<file path="config.mk">
export PLATFORM = sky130hd
export DESIGN_NAME = ball_step_sequencer
export DESIGN_NICKNAME = d
export VERILOG_FILES = /design/src/rtl/ball_step_sequencer.sv
export SDC_FILE = /design/constraint.sdc
export NUM_CORES = 2
export LEC_CHECK = 0
export CORE_UTILIZATION = 40
export CTS_CLUSTER_DIAMETER = 60
export DETAILED_ROUTE_END_ITERATION = 10
export SLEW_MARGIN = 40
export SYNTH_ARGS = -nofsm -noshare
export SYNTH_HDL_FRONTEND = slang
export SYNTH_SLANG_ARGS = --single-unit
</file>
<file path="constraint.sdc">
create_clock -name clk -period 6.65 [get_ports clk]
set_clock_uncertainty 0.1 [all_clocks]
set_input_delay 0.665 -clock clk [delete_from_list [all_inputs] [get_ports clk]]
set_output_delay 0.665 -clock clk [all_outputs]
set_load 0.01 [all_outputs]
</file>
<file path="src/rtl/ball_step_sequencer.sv">
// Per-ball physics step initiator: owns the ball state register file and,
// once per frame, streams each active ball through the external step unit,
// writing the returned position/velocity back verbatim.
module ball_step_sequencer #(
    parameter int WIDTH      = 32,
    parameter int FRAC_WIDTH = 30,
    parameter int NUM_BALLS  = 16,
    parameter int IDX_W      = 4,
    parameter int TIMEOUT    = 64
) (
    input  logic             clk,
    input  logic             rst,
    input  logic             start,
    input  logic [IDX_W:0]   num_active,
    input  logic             ld_en,
    input  logic [IDX_W-1:0] ld_idx,
    input  logic [WIDTH-1:0] ld_p_x,
    input  logic [WIDTH-1:0] ld_p_y,
    input  logic [WIDTH-1:0] ld_v_x,
    input  logic [WIDTH-1:0] ld_v_y,
    input  logic [IDX_W-1:0] rd_idx,
    output logic [WIDTH-1:0] rd_p_x,
    output logic [WIDTH-1:0] rd_p_y,
    output logic [WIDTH-1:0] rd_v_x,
    output logic [WIDTH-1:0] rd_v_y,
    output logic             calc_start,
    output logic [WIDTH-1:0] calc_p_x,
    output logic [WIDTH-1:0] calc_p_y,
    output logic [WIDTH-1:0] calc_v_x,
    output logic [WIDTH-1:0] calc_v_y,
    input  logic             calc_done,
    input  logic [WIDTH-1:0] calc_p_x_next,
    input  logic [WIDTH-1:0] calc_p_y_next,
    input  logic [WIDTH-1:0] calc_v_x_next,
    input  logic [WIDTH-1:0] calc_v_y_next,
    output logic             busy,
    output logic             frame_done,
    output logic             all_stopped,
    output logic             timeout_err
);

    localparam int              CNT_W = $clog2(TIMEOUT + 1);
    localparam logic [IDX_W:0]  NB    = (IDX_W+1)'(NUM_BALLS);

    // Parameter sanity: index must cover the file, fraction must fit the word.
    if ((2**IDX_W) < NUM_BALLS || FRAC_WIDTH >= WIDTH || TIMEOUT < 1) begin : g_bad_params
        $error("ball_step_sequencer: inconsistent parameters");
    end

    typedef struct packed {
        logic [WIDTH-1:0] p_x;
        logic [WIDTH-1:0] p_y;
        logic [WIDTH-1:0] v_x;
        logic [WIDTH-1:0] v_y;
    } ball_t;

    typedef enum logic [2:0] {
        S_IDLE, S_ISSUE, S_WAIT, S_WRITE, S_SKIP, S_FINISH
    } state_t;

    state_t           state;
    ball_t            rf [NUM_BALLS];
    ball_t            rd_q, calc_q, res_q;
    logic [IDX_W-1:0] idx, last_idx, issue_idx;
    logic [IDX_W:0]   n_clamp;
    logic [CNT_W-1:0] wait_cnt;
    logic             scan, moving, ld_ok, rd_ok;

    assign {rd_p_x, rd_p_y, rd_v_x, rd_v_y}         = rd_q;
    assign {calc_p_x, calc_p_y, calc_v_x, calc_v_y} = calc_q;

    // Next ball to issue, clamped ball count, range checks, and whether the
    // ball being retired this cycle is still moving.
    always_comb begin
        issue_idx = (state == S_IDLE) ? '0 : idx + 1'b1;
        n_clamp   = (num_active > NB) ? NB : num_active;
        ld_ok     = ld_en && ({1'b0, ld_idx} < NB);
        rd_ok     = {1'b0, rd_idx} < NB;
        moving    = 1'b0;
        if (state == S_WRITE)
            moving = (res_q.v_x != '0) || (res_q.v_y != '0);
        else if (state == S_SKIP)
            moving = (rf[idx].v_x != '0) || (rf[idx].v_y != '0);
    end

    // Registered read port; sees the pre-write value during a WRITE cycle.
    always_ff @(posedge clk) begin
        if (!rst) rd_q <= '0;
        else      rd_q <= rd_ok ? rf[rd_idx] : '0;
    end

    // Frame sequencer: issue, wait for done (bounded), write back or skip.
    always_ff @(posedge clk) begin
        if (!rst) begin
            state       <= S_IDLE;
            idx         <= '0;
            last_idx    <= '0;
            wait_cnt    <= '0;
            res_q       <= '0;
            calc_q      <= '0;
            scan        <= 1'b1;
            calc_start  <= 1'b0;
            busy        <= 1'b0;
            frame_done  <= 1'b0;
            all_stopped <= 1'b1;
            timeout_err <= 1'b0;
            for (int i = 0; i < NUM_BALLS; i++) rf[i] <= '0;
        end else begin
            calc_start <= 1'b0;
            frame_done <= 1'b0;
            case (state)
                S_IDLE: begin
                    // A load in the same cycle wins over start.
                    if (ld_en) begin
                        if (ld_ok) rf[ld_idx] <= {ld_p_x, ld_p_y, ld_v_x, ld_v_y};
                    end else if (start) begin
                        busy        <= 1'b1;
                        timeout_err <= 1'b0;
                        scan        <= 1'b1;
                        if (n_clamp == '0) begin
                            state       <= S_FINISH;
                            frame_done  <= 1'b1;
                            all_stopped <= 1'b1;
                        end else begin
                            last_idx   <= IDX_W'(n_clamp - 1'b1);
                            idx        <= '0;
                            calc_q     <= rf[issue_idx];
                            calc_start <= 1'b1;
                            state      <= S_ISSUE;
                        end
                    end
                end
                S_ISSUE: begin
                    // Any done seen here belongs to the previous ball.
                    wait_cnt <= '0;
                    state    <= S_WAIT;
                end
                S_WAIT: begin
                    if (calc_done) begin
                        res_q <= {calc_p_x_next, calc_p_y_next, calc_v_x_next, calc_v_y_next};
                        state <= S_WRITE;
                    end else if (wait_cnt == CNT_W'(TIMEOUT - 1)) begin
                        state <= S_SKIP;
                    end else begin
                        wait_cnt <= wait_cnt + 1'b1;
                    end
                end
                S_WRITE, S_SKIP: begin
                    if (state == S_WRITE) rf[idx] <= res_q;
                    else                  timeout_err <= 1'b1;
                    if (moving) scan <= 1'b0;
                    if (idx == last_idx) begin
                        state       <= S_FINISH;
                        frame_done  <= 1'b1;
                        all_stopped <= scan && !moving;
                    end else begin
                        idx        <= issue_idx;
                        calc_q     <= rf[issue_idx];
                        calc_start <= 1'b1;
                        state      <= S_ISSUE;
                    end
                end
                S_FINISH: begin
                    busy  <= 1'b0;
                    state <= S_IDLE;
                end
                default: state <= S_IDLE;
            endcase
        end
    end

endmodule

</file>
==> Word level (Yosys, flattened, before mapping) <==
Memories as Yosys holds them, arrays and structs flattened. A register that Yosys moved wholly into a read port is not among the register bits.
Index checks and enable logic that the tools add are counted.
{ "word_totals": {"regBits": 280, "inputBits": 274, "ramBits": 2048, "word_cells": 134, "n_memories": 1} }
{ "classes": {"magnitude_cmp": 1, "mux": 65, "n_bitwise": 2, "n_reduce_logical": 26, "n_addsub": 3, "n_eq_ne": 18} }
{ "mem_list": {"columns": ["name", "depth", "width", "rd", "rd_clocked_by_memory_dff", "wr", "line", "text"], "rows": [
  ["rf", 16, 128, 3, 2, 16, "62", "ball_t rf [NUM_BALLS];"]
]} }
{ "op_table": {"columns": ["cell", "count"], "rows": [
  ["$mux W128", 6],
  ["$pmux W128 S2", 1],
  ["$reduce_or A128 Y1", 2],
  ["$reduce_bool A32 Y1", 4],
  ["$mux W4", 9],
  ["$mux W1", 31],
  ["$mux W3", 6],
  ["$ne A2 B2 Y1 const B", 9],
  ["$mux W7", 2],
  ["$pmux W7 S2", 1],
  ["$pmux W1 S2", 6],
  ["$pmux W3 S4", 1],
  ["$reduce_and A4 Y1", 3],
  ["$reduce_and A5 Y1", 2],
  ["$reduce_and A3 Y1", 3],
  ["$pmux W4 S2", 1],
  ["$add A7 B1 Y7 const B", 1],
  ["$eq A7 B6 Y1 const B", 1],
  ["$eq A3 B2 Y1 const B", 2],
  ["$eq A3 B3 Y1 const B", 2],
  ["$reduce_bool A2 Y1", 3],
  ["$gt A5 B5 Y1 const B", 1],
  ["$logic_not A5 Y1", 1],
  ["$mux W5", 1],
  ["other kinds (13)", 16]
]} }

==> Longest topological paths before layout <==
{ "depth": {"word_depth": 9, "depth_mapped": 12, "mapped_depth_nobuf": 8} }

==> Least setup slack after synthesis <==
OpenSTA, ideal clock, no wires.
{ "synth_timing": {"kind": "input-to-reg", "from": "input rst", "to": "memory rf[12][0] (netlist bit), enable pin", "t_arrival_ns": 4.129, "path_stages": 10, "n_path_buf": 5, "t_required_ns": 5.428, "slack_ns": 1.299, "path_cell_list": "clkbuf_1 -> nand2_1 -> buf_2 -> buf_2 -> nand2_1 -> o31ai_1 -> nand2_1 -> buf_2 -> buf_2 -> nand2_1"} }
{ "synth_lines": {"columns": ["item", "line", "text"], "rows": [
  ["start: declaration", "12", "input logic rst,"],
  ["end: declaration", "62", null]
]} }

==> results by group <==
Logic synthesis
  – Yosys top cell area share: 49.1%
  – Async S/R FF share, synth: 0%
  – Commonest cells post-synth: 2353 x nor2_1, 2048 x edfxtp_1, 1336 x nand2_1
  – Post-synth EDFFs: 2048
  – Syn Nets: 11027
  – Main synth FF type: edfxtp_1
  – Synth top area cells: edfxtp_1 49%, mux4_2 14%, nor2_1 7.1%, dfxtp_1 6.6%, nand2_1 4.0%
  – Area leader, netlist: edfxtp_1
  – Number of distinct library cells after synthesis: 64
  – Top-count cell post-synth: nor2_1
  – Seq cells post-synth: 2460
  – Mapped Area: 125000 um2
  – Synthesized area per cell: 11.6 um2
  – Yosys warning count: 0
  – Sequential area share after synthesis: 55.7%
  – Mapped Cells: 10750

Floorplan
  – Row cnt: 205
  – Area of the die: 315000 um2
  – CORE AREA: 312000 um2
  – I/O pin count: 535
  – Die Y: 561 um
  – DIE WIDTH: 561 um
  – Initial core utilization: 40.2%

STA
  – RSZ-0062 raised after global routing: no
  – Final setup fails: 0
  – Max-slew violations: 0
  – Fin crit share: 73.6%
  – Max Freq: 204 MHz
  – Relative slew slack: 30.7%
  – Hold Slack: 0.108 ns
  – Crit path setup slack, layout: 1.75 ns
  – Final Hold Fails: 0
  – Worst Tran Pin Value: 1.04 ns
  – Setup TNS: 0 ns
  – Min Clock Period, post-route: 4.90 ns

Route
  – Initial DRT Pass Iterations: 8
  – Routed len/inst: 33.5 um
  – DRC: 0
  – Vias: 98867
  – Final antenna-violating net count: 0
  – DR vias/cell: 6.47
  – DR iter-0 viols: 15772
  – Final wirelength: 512000 um

Hold path
  – HP Class: primary input to register

Clock tree
  – Clk root buf: clkbuf_16
  – Setup Buffers After CTS: 0
  – Latest clock arrival within the worst-skew pair: 0.94 ns
  – CTS Sinks: 2460
  – Clock transition at path regs: 0.06 ns
  – Clk buf depth: 4
  – Post-CTS Resized: 0
  – CTS H-tree lvls: 5
  – CTS tree: yes
  – Hold_buf cts: 0
  – CTS buffer count: 298

Pwr
  – PwrDens: 274 nW/um2
  – Leak Pwr: 50.1 nW
  – Total power: 40.1 mW
  – Max VDD drop: 0.000219 V

Worst setup path
  – Crit Path Category: register to register
  – Buf/Inv on CP: 1
  – CP Cell Sequence: nand2_1, nor2_2, nand2_4, mux2_2, nor2_1, nand2_4, nand2_4, buf_4
  – Crit path max-delay family: simple AND/OR/NAND/NOR gates
  – CP dominant cell by count: nand2_4
  – WP data arrival: 5.36 ns
  – Crit path launch type: register
  – Peak per-stage delay on the critical path: 0.74 ns
  – Max FO, Critical Path: 37
  – Slowest CP cell: nand2_4
  – Crit path capture type: register
  – CP required: 7.11 ns

Placement
  – Input/output buffers: 534
  – Placed wire-length estimate: 322000 um
  – Placed Instance Area: 136000 um2
  – Post-place setup slack: 1.70 ns
  – Post-Place Cells: 14720
  – GPL Wtd Cong: 0.960

Flow run
  – MaxCap Viol Count: 0

Layout
  – Share of layout cells above drive strength 1: 17.7%
  – Final Instance Count excl. Fillers: 15290
  – Post-route cell area: 146000 um2
  – Layout net count: 11169
  – Fillers: 27463
  – Syn-to-layout area delta: 16.7%
  – Post-Route Utilization: 46.9%

Global route
  – Pin count of the biggest net entering global routing: 175
  – Overall routing resource usage: 31.6%
  – Initial antenna violation count: 35
  – First-pass GRT wire length: 714000 um
  – Overflow after GRT: 0
  – Vias in the first global route: 94520

Outcome
  – Outcome: complete, no violations
[power by group]
| group | total, mW | internal (mW) | switching, mW |
|---|---|---|---|
| Combinational | 5.83 | 2.15 | 3.68 |
| Sequential | 17.9 | 17.4 | 0.576 |
| Clock | 16.3 | 9.29 | 7.02 |
[flip-flops by register name (all words and copies together), names as in the netlist, 7 cells and up, named ones only]
signal / flops
calc_p_x: 32
calc_p_y: 32
calc_v_x: 32
calc_v_y: 32
rd_p_x: 32
rd_p_y: 32
rd_v_x: 32
rd_v_y: 32
res_q: 128
rf: 2048
wait_cnt: 7
[cells in the final DEF (no fill, tap or decap), types with 21 or more instances in the layout]
cell,count
nor2_1,2349
edfxtp_1,2048
nand2_1,1302
mux4_2,768
clkdlybuf4s50_1,529
dfxtp_1,408
clkbuf_16,303
o21ai_0,271
a21oi_1,264
nor2b_1,263
o22ai_1,260
mux2_2,257
a211oi_1,257
a31oi_1,257
nor4_1,193
buf_4,190
and2_1,133
a21boi_0,133
a21boi_1,124
clkbuf_1,70
buf_12,70
mux2i_1,67
nand4_1,65
mux2i_4,46
buf_6,38
clkinv_1,35
clkinv_2,35
nor4_2,33
nand2_4,29
nor3_1,29
buf_16,28
clkbuf_8,21
[kinds of logic after synthesis]
kind of cell               after synthesis  share of synthesized area, %
adders and majority gates                3                        0.0300
xor gates and xnor gates                12                        0.0839
and+or+nand+nor                       4494                          15.1
muxes                                 1156                          17.2
AOI/OAI and AO/OA                     1596                          8.02
buffers and inverters                 1029                          3.89
DFF                                   2460                          55.7
[layout make-up]
class	instances	area (um2)	area share, %
Clock buffer	394	8130	5.57
Inverter	5	18.8	0.0128
Tap cell	4140	5180	3.54
Sequential cell	2460	69800	47.7
Clock inverter	150	1540	1.06
Antenna cell	14	35.0	0.0240
Multi-Input combinational cell	7261	52000	35.6
Timing Repair Buffer	866	9490	6.49
[routing by layer]
metal	up-vias	routed length (um)	GRT usage, %
li1	39957	-	-
met1	49634	184000	41.2
met2	7867	222000	47.1
met3	1385	67900	7.99
met4	24	38100	19.6
met5	-	151	0
[worst register-to-register path, stage by stage, from the launching register on]
cell and delay [ns]:
dfxtp_1 0.56, nand2_1 0.14, nor2_2 0.30, nand2_4 0.46
mux2_2 0.50, nor2_1 0.60, nand2_4 0.55, nand2_4 0.76
buf_4 0.54
[path summary, 6_finish.rpt]
check / cells after the start / slack, ns / endpoint / startpoint
setup reg to reg: 8 / 1.75 / rf[2][101]$_SDFFCE_PN0P_ / state[1]$_SDFFE_PN0P_
hold / removal: 2 / 0.11 / res_q[8]$_SDFFE_PN0P_ / rst
hold reg to reg: 2 / 0.35 / calc_p_y[27]$_SDFFE_PN0P_ / calc_p_y[27]$_SDFFE_PN0P_
setup / recovery: 8 / 1.75 / rf[2][101]$_SDFFCE_PN0P_ / state[1]$_SDFFE_PN0P_
(Power assumes the default switching activity.)
